**config.mk**
```make
export PLATFORM = sky130hd
export DESIGN_NAME = regbank_write_scheduler
export DESIGN_NICKNAME = d
export VERILOG_FILES = /design/src/rtl/regbank_write_scheduler.sv
export SDC_FILE = /design/constraint.sdc
export NUM_CORES = 1
export LEC_CHECK = 0
export CORE_MARGIN = 5
export CORE_UTILIZATION = 50
export DETAILED_ROUTE_END_ITERATION = 6
export PLACE_DENSITY = 0.77
export REMOVE_ABC_BUFFERS = 1
export SLEW_MARGIN = 40
export SYNTH_ARGS = -nofsm -noshare
export SYNTH_HDL_FRONTEND = slang
export SYNTH_SLANG_ARGS = --single-unit
export TNS_END_PERCENT = 50
```
**constraint.sdc**
```tcl
create_clock -name clk -period 9.3 [get_ports clk]
set_input_delay 1.86 -clock clk [delete_from_list [all_inputs] [get_ports clk]]
set_output_delay 1.86 -clock clk [all_outputs]
set_load 0.01 [all_outputs]
```
**src/rtl/regbank_write_scheduler.sv**
```systemverilog
// Round-robin write-port scheduler for the 16-entry register bank.
// Drives the one-hot decoder's level-sensitive wclk with a setup/strobe/hold sequence.
module regbank_write_scheduler #(
  parameter int NREQ = 4,
  parameter int DW   = 8
) (
  input  logic               clk,
  input  logic               rst_n,
  input  logic [NREQ-1:0]    req,
  input  logic [4*NREQ-1:0]  req_addr,
  input  logic [DW*NREQ-1:0] req_data,
  output logic [NREQ-1:0]    ack,
  output logic [3:0]         address,
  output logic               wclk,
  output logic [DW-1:0]      wdata,
  output logic               busy,
  output logic [3:0]         grant_id
);

  typedef enum logic [1:0] {IDLE, SETUP, STROBE, HOLD} state_t;

  localparam logic [3:0] LAST = 4'(NREQ - 1);

  state_t          state;
  logic [3:0]      ptr;
  logic [3:0]      addr_a [16];
  logic [DW-1:0]   data_a [16];
  logic [NREQ-1:0] cur_mask;
  logic [4:0]      pick_idle;
  logic [4:0]      pick_hold;

  // Search from p upward, wrapping modulo NREQ; result is {found, index}.
  function automatic logic [4:0] rr_pick(input logic [NREQ-1:0] r, input logic [3:0] p);
    logic [15:0] r16;
    logic [4:0]  j;
    logic        found;
    logic [3:0]  win;
    r16   = 16'(r);
    found = 1'b0;
    win   = '0;
    for (int k = 0; k < NREQ; k++) begin
      j = {1'b0, p} + 5'(k);
      if (j >= 5'(NREQ)) j = j - 5'(NREQ);
      if (!found && r16[j[3:0]]) begin
        found = 1'b1;
        win   = j[3:0];
      end
    end
    return {found, win};
  endfunction

  function automatic logic [3:0] ptr_after(input logic [3:0] w);
    return (w == LAST) ? 4'd0 : w + 4'd1;
  endfunction

  always_comb begin
    for (int i = 0; i < 16; i++) begin
      addr_a[i] = '0;
      data_a[i] = '0;
    end
    for (int i = 0; i < NREQ; i++) begin
      addr_a[i] = req_addr[4*i +: 4];
      data_a[i] = req_data[DW*i +: DW];
    end
  end

  always_comb begin
    cur_mask = '0;
    for (int i = 0; i < NREQ; i++) cur_mask[i] = (grant_id == 4'(i));
  end

  assign pick_idle = rr_pick(req, ptr);
  assign pick_hold = rr_pick(req & ~cur_mask, ptr);

  always_ff @(posedge clk or negedge rst_n) begin
    if (!rst_n) begin
      state    <= IDLE;
      ptr      <= '0;
      address  <= '0;
      wdata    <= '0;
      wclk     <= 1'b0;
      ack      <= '0;
      busy     <= 1'b0;
      grant_id <= '0;
    end else begin
      ack <= '0;
      case (state)
        IDLE: begin
          if (pick_idle[4]) begin
            address  <= addr_a[pick_idle[3:0]];
            wdata    <= data_a[pick_idle[3:0]];
            grant_id <= pick_idle[3:0];
            ptr      <= ptr_after(pick_idle[3:0]);
            busy     <= 1'b1;
            state    <= SETUP;
          end
        end
        SETUP: begin
          wclk  <= 1'b1;
          state <= STROBE;
        end
        STROBE: begin
          wclk  <= 1'b0;
          ack   <= cur_mask;
          state <= HOLD;
        end
        HOLD: begin
          // The finishing grantee is masked so a held req cannot win twice in a row.
          if (pick_hold[4]) begin
            address  <= addr_a[pick_hold[3:0]];
            wdata    <= data_a[pick_hold[3:0]];
            grant_id <= pick_hold[3:0];
            ptr      <= ptr_after(pick_hold[3:0]);
            state    <= SETUP;
          end else begin
            busy  <= 1'b0;
            state <= IDLE;
          end
        end
        default: begin
          wclk  <= 1'b0;
          busy  <= 1'b0;
          state <= IDLE;
        end
      endcase
    end
  end

endmodule

```
Yosys cells after proc, flatten, opt, wreduce, memory -nomap -nowiden
Cells that the tools add are included.
{"block": "word_totals", "in_bits": 54, "out_inout_bits": 22, "word_cells": 130, "regBits": 28}
{"block": "op_classes", "addsub": 9, "bitwise_logic": 4, "n_eq_ne": 11, "reduce_logical": 18, "mux": 70, "magnitude_cmp": 10}
{"op": "$mux W4", "count": 25}
{"op": "$bmux W8 S4", "count": 2}
{"op": "$mux W8", "count": 6}
{"op": "$bmux W1 S4", "count": 8}
{"op": "$bmux W4 S4", "count": 2}
{"op": "$pmux W4 S2", "count": 3}
{"op": "$lt A4 B5 Y1 const B", "count": 4}
{"op": "$mux W1", "count": 19}
{"op": "$eq A4 B2 Y1 const B", "count": 4}
{"op": "$pmux W8 S2", "count": 1}
{"op": "$sub A4 B3 Y4 const B", "count": 4}
{"op": "$ge A5 B3 Y1 const B", "count": 3}
{"op": "$add A4 B2 Y5 const B", "count": 2}
{"op": "$ge A5 B5 Y1 const B", "count": 2}
{"op": "$not A4 Y5", "count": 2}
{"op": "$add A4 B1 Y4 const B", "count": 2}
{"op": "$pmux W2 S4", "count": 1}
{"op": "$logic_and A1 B1 Y1", "count": 6}
{"op": "$logic_not A1 Y1", "count": 6}
{"op": "$ne A2 B2 Y1 const B", "count": 3}
{"op": "$reduce_and A3 Y1", "count": 2}
{"op": "$add A4 B1 Y5 const B", "count": 1}
{"op": "$and A4 B4 Y4", "count": 1}
{"op": "$eq A2 B2 Y1 const B", "count": 2}
{"op": "9 further kinds", "count": 11}

Logic depth before layout (Yosys ltp)
{"block": "depth", "depth_word": 21, "depth_mapped": 19, "depth_no_buf": 15}

Least setup slack after synthesis
OpenSTA, ideal clock, no wires.
{"block": "synth_timing", "path_type": "input -> register", "from": "input port req[2]", "to": "register ptr[1]", "required_time_ps": 9177, "setup_time_ps": 123, "arrival_ps": 3792, "slack_ps": 5384, "n_path_buf": 1, "path_stages": 11, "cell_sequence": "mux2i_1 > a211oi_1 > o221a_2 > or3_1 > a21oi_1 > nor2_1 > buf_2 > inv_2 > ha_1 > mux2i_1 > o21ai_1"}
{"block": "synth_via", "elab_chain_cells": 17, "word_cells_on_any_way": 57, "cone_classes": "2 x add/sub; 4 x eq/ne; 37 x mux; 1 x bitwise; 13 x reduce/logical"}
{"item": "from (decl)", "line": "9", "text": "input logic [NREQ-1:0] req,"}
{"item": "$and A4 B4 Y4", "line": "73", "text": "assign pick_hold = rr_pick(req & ~cur_mask, ptr);"}
{"item": "$bmux W1 S4", "line": "44", "text": "if (!found && r16[j[3:0]]) begin"}
{"item": "$mux W1 (not written as such)", "line": "44"}
{"item": "$mux W1", "line": "44"}
{"item": "$logic_not A1 Y1", "line": "44"}
{"item": "$logic_and A1 B1 Y1", "line": "44"}
{"item": "$mux W1", "line": "44"}
{"item": "$logic_not A1 Y1", "line": "44"}
{"item": "$logic_and A1 B1 Y1", "line": "44"}
{"item": "$mux W1", "line": "44"}
{"item": "$logic_not A1 Y1", "line": "44"}
{"item": "$logic_and A1 B1 Y1", "line": "44"}
{"item": "$mux W4", "line": "44"}
{"item": "$add A4 B1 Y4 or $eq A4 B2 Y1 (tied branches)", "line": "53", "text": "return (w == LAST) ? 4'd0 : w + 4'd1;"}
{"item": "$mux W4", "line": "53"}
{"item": "$mux W4", "line": "109", "text": "if (pick_hold[4]) begin"}
{"item": "$pmux W4 S2", "line": "87", "text": "case (state)"}
{"item": "to (signal assigned)", "line": "93", "text": "ptr <= ptr_after(pick_idle[3:0]);"}
{"item": "to (signal assigned)", "line": "113", "text": "ptr <= ptr_after(pick_hold[3:0]);"}
{"item": "to (decl)", "line": "25", "text": "logic [3:0] ptr;"}
Parallel ways exist; a longest one is shown, timed or not. The select of a mux whose other input is x is not followed.
A chain may end at the register's enable or synchronous reset.

Worst setup path after layout
{"block": "layout_timing", "from": "input port req[1]", "to": "register wdata[1]"}
{"block": "layout_via", "elab_chain_cells": 19, "word_cells_on_any_way": 59, "cone_classes": "2 x eq/ne; 41 x mux; 3 x bitwise; 13 x reduce/logical"}
{"item": "$and A4 B4 Y4", "line": "73"}
{"item": "$bmux W1 S4", "line": "44"}
{"item": "$mux W1 (not written as such)", "line": "44"}
{"item": "$mux W1", "line": "44"}
{"item": "$logic_not A1 Y1", "line": "44"}
{"item": "$logic_and A1 B1 Y1", "line": "44"}
{"item": "$mux W1", "line": "44"}
{"item": "$logic_not A1 Y1", "line": "44"}
{"item": "[... 2 more ...]"}
{"item": "$logic_not A1 Y1", "line": "44"}
{"item": "$logic_and A1 B1 Y1", "line": "44"}
{"item": "$mux W4", "line": "44"}
{"item": "$not A4 Y5 (not written as such)", "line": "111", "text": "wdata <= data_a[pick_hold[3:0]];"}
{"item": "$bmux W8 S4", "line": "111"}
{"item": "$mux W8 (not written as such) (2 in series)", "line": "111"}
{"item": "$mux W8", "line": "109"}
{"item": "$pmux W8 S2", "line": "87"}
{"item": "to (signal assigned)", "line": "91", "text": "wdata <= data_a[pick_idle[3:0]];"}
{"item": "to (signal assigned)", "line": "111"}
{"item": "to (decl)", "line": "15", "text": "output logic [DW-1:0] wdata,"}
Parallel ways exist; a longest one is shown, timed or not. The select of a mux whose other input is x is not followed.

==> impl_metrics.py <==
metrics = {
    "sta": {
        "fin_crit_ns": 4.82,
        "setup_tns_ns": 0,
        "clock.fmax_ghz": 0.207,
        "hold_violations": 0,
        "period_share": 0.519,
        "rsz0062_at_grt": "no",
        "tightest_slew_ns": 0.787,
        "final_max_slew_viol_count": 0,
        "slew_headroom": 0.474,
        "finalSetupViolations": 0,
        "clock_skew_ns": 0.0115,
    },
    "global_route": {
        "grt_max_degree": 48,
        "grt_antenna_before_repair": 0,
        "grt_pass1_wl_um": 17400,
        "grt_usage": 0.238,
        "grt_overflow_total": 0,
        "grt_pass1_vias": 3679,
    },
    "place": {
        "placed_cell_area_sq_um": 4360,
        "gp_congestion": 0.930,
        "io_buffers": 75,
        "hpwlAfterDp_um": 7860,
    },
    "power_and_ir_drop": {
        "p_switching_uw": 68.4,
        "p_per_area_nw_per_um2": 62.5,
        "clkPwrFrac": 0.374,
        "peakVddDrop_uv": 46.2,
        "p_int_uw": 209,
        "total_power_uw": 278,
        "p_comb_frac": 0.188,
        "power.static_leakage_uw": 0.00189,
        "p_sw_frac": 0.246,
        "seq_power_share": 0.438,
    },
    "floorplan": {
        "initial_core_util": 0.521,
        "core_area_sq_um": 6870,
        "die_y_um": 94.6,
        "fp.dieW_um": 94.6,
        "rows": 30,
        "ios": 76,
        "die_area_sq_um": 8950,
    },
    "clocking": {
        "cts_tree": "done",
        "clock_latency_ns": 0.30,
        "postCtsSetupRepairBufs": 0,
        "cts_max_level": 1,
        "hold_buffers": 0,
        "cts_resized": 0,
        "clock_sinks": 28,
        "cts-buffers-inserted": 3,
        "cts_buffer_depth": 2,
        "clkTransAtPathRegs_ns": 0.12,
        "cts_root_buf": "clkbuf_8",
    },
    "setup_path": {
        "r2r_cells": 12,
        "cp_slowest_stage_delay_ns": 0.58,
        "reg2reg_to": "wdata[1]$_DFFE_PN0P_",
        "critPathLaunchType": "input pin",
        "cp.arrival_ns": 5.00,
        "critical_path.endpoint": "wdata[1]$_DFFE_PN0P_",
        "reg2reg_from": "ptr[1]$_DFFE_PN0P_",
        "crit_slowest_cell": "o31ai_4",
        "startpoint": "req[1]",
        "crit_required_ns": 9.48,
        "worst_setup_path_end_kind": "register",
        "worstPathMaxFanout": 13,
        "crit_type": "in -> reg",
        "cp_cell_sequence": "clkdlybuf4s50_1 -> mux2_1 -> o211ai_1 -> a21oi_2 -> o31ai_4 -> nand2_1 -> o22a_1 -> a41o_1 -> o32a_1",
        "regToRegSetupSlack_ns": 4.81,
    },
    "synthesis": {
        "synth_edf_count": 0,
        "synthMuxAreaShare": 0.101,
        "synth-xor-area-share": 0.0122,
        "avgSynthCellArea_sq_um": 8.09,
        "synth-compound-area-share": 0.388,
        "syn_area_sq_um": 3580,
        "synth_top_family_by_area": "compound AO/OA/AOI/OAI gates",
        "synth.distinct_cells": 78,
        "yosysSeqAreaShare": 0.196,
        "synthArstFlopShare": 1.00,
        "ys_ff_latch": 28,
        "postSynthCellCount": 442,
        "yosysWarnings": 0,
        "synthAdderAreaFrac": 0.0630,
        "synthFlopType": "dfrtp_1",
        "synth_simple_gate_area_frac": 0.154,
    },
    "outcome": {
        "status": "complete, no violations",
    },
    "routing": {
        "wirelength_um": 10700,
        "viasPerCell": 6.52,
        "drt-initial-drc-count": 315,
        "ant_nets": 0,
        "dr.pass1.iters": 5,
        "drc": 0,
        "vias": 3882,
        "post_drt_wl_per_cell_um": 18.0,
    },
    "final_layout": {
        "fin_area_sq_um": 4450,
        "drive_above_1_share": 0.0741,
        "area_delta_synth_final_pct": 24.3,
        "postLayoutCoreUtil": 0.647,
        "fin_nets": 572,
        "diodes": 0,
    },
    "job": {
        "drv_cap": 0,
    },
    "min_path": {
        "whs_path_depth": 2,
        "min_path_type": "reg -> reg",
    },
}
-- power groups by stage --
stage / logic, uW / registers, uW / clock network (uW)
after floorplan: 17.2 / 124 / 0
after global placement: 50.4 / 124 / 0
after detailed placement: 51.2 / 124 / 0
after CTS: 51.5 / 122 / 106
after global routing: 56.1 / 122 / 111
final: 52.1 / 122 / 104
-- critical path, delay by kind of cell --
family / cells / cell delay [ns]
buffers and inverters: 1 / 0.50
muxes: 1 / 0.37
AOI/OAI and AO/OA: 6 / 1.75
and+or+nand+nor: 1 / 0.52
-- placed cells by master (no fill, tap or decap), drive strengths merged, types with 4 or more instances in the layout --
master and instances:
o22ai 12, nor2b 4, a2111oi 6, a211oi 14
inv 37, a21o 8, a221oi 4, nor3 6
a21oi 20, o221ai 17, nand3 14, o211ai 24
o21ai 27, dfrtp 28, mux2i 26, nor2 24
and3 5, a31oi 4, o22a 4, nand2 43
clkdlybuf4s50 75, and2 5, ha 18, a41o 4
buf 6, a22oi 4
-- layer usage --
| layer | vias up | global-route usage | routed length (um) |
|---|---|---|---|
| met4 | 0 | 0.0661 | 101 |
| met5 | - | 0 | 0 |
| met3 | 13 | 0.0327 | 755 |
| met1 | 1849 | 0.319 | 4790 |
| met2 | 180 | 0.400 | 5050 |
| li1 | 1840 | - | - |
-- metrics by stage --
step | hold WS (ns) | setup WS, ns | cells
floorplan | 0.535 | 4.39 | 414
global placement | 0.492 | 4.06 | 590
detailed placement | 0.495 | 3.92 | 591
CTS | 0.522 | 4.24 | 595
global route | 0.540 | 4.37 | 595
finish | 0.516 | 4.48 | 595
-- state kept, by name, summed over array words and instances (netlist names) --
name and cells:
wdata 8, wclk 1, ack 4, ptr 4, busy 1, address 4, grant_id 4, state 2
-- Yosys cell counts (3+ instances only) --
| library cell | number | share of area |
|---|---|---|
| a221oi_1 | 4 | 0.0098 |
| nor2_1 | 23 | 0.024 |
| mux4_2 | 3 | 0.019 |
| buf_6 | 5 | 0.016 |
| buf_2 | 8 | 0.011 |
| o2111ai_1 | 3 | 0.0073 |
| inv_1 | 34 | 0.036 |
| nor2b_1 | 4 | 0.0070 |
| and3_1 | 5 | 0.0087 |
| o22ai_1 | 11 | 0.019 |
| a211oi_1 | 14 | 0.029 |
| a21oi_1 | 17 | 0.024 |
| and2_1 | 5 | 0.0087 |
| o211ai_1 | 23 | 0.048 |
| ha_1 | 18 | 0.063 |
| o221ai_1 | 16 | 0.039 |
| dfrtp_1 | 28 | 0.20 |
| clkbuf_1 | 13 | 0.014 |
| a22oi_1 | 4 | 0.0084 |
| mux2i_1 | 26 | 0.073 |
| a41o_1 | 4 | 0.011 |
| a21o_1 | 8 | 0.017 |
| nor3_1 | 6 | 0.0084 |
| a31oi_1 | 3 | 0.0052 |
| o32a_1 | 3 | 0.0084 |
| o21ai_0 | 14 | 0.020 |
| nor3b_1 | 3 | 0.0063 |
| a2111oi_0 | 5 | 0.012 |
| o21ai_1 | 12 | 0.017 |
| xor2_1 | 3 | 0.0073 |
| nand2_1 | 43 | 0.045 |
| inv_2 | 3 | 0.0031 |
| o22a_1 | 4 | 0.0098 |
| nand3_1 | 14 | 0.020 |
-- cells by family (layout without fill, tap and decap cells) --
logic type               after synthesis  in the layout
AO/OA/AOI/OAI                        180            180
AND/OR/NAND/NOR                      113            113
buffers and inverters                 66            123
multiplexers                          32             32
flip-flops                            28             28
adder cells (fa/ha/maj)               18             18
XOR/XNOR                               5              5
-- area by class of cell --
type	count	area [sq um]
fillers	583	2420
clock buffers	3	41.3
repair buffers	81	816
inverters	38	148
multi-input cells	348	2590
flip-flops and latches	28	701
well taps	96	120
clock inverters	1	30.0
-- how the worst min path moves through the flow --
stage                               from              endpoint  slack (ns)
global route        wdata[0]$_DFFE_PN0P_  wdata[0]$_DFFE_PN0P_        0.54
CTS                 wdata[0]$_DFFE_PN0P_  wdata[0]$_DFFE_PN0P_        0.52
floorplan           wdata[3]$_DFFE_PN0P_  wdata[3]$_DFFE_PN0P_        0.53
finish              wdata[0]$_DFFE_PN0P_  wdata[0]$_DFFE_PN0P_        0.52
global placement    wdata[0]$_DFFE_PN0P_  wdata[0]$_DFFE_PN0P_        0.49
detailed placement  wdata[0]$_DFFE_PN0P_  wdata[0]$_DFFE_PN0P_        0.50
Power figures use the tool's default switching activity.
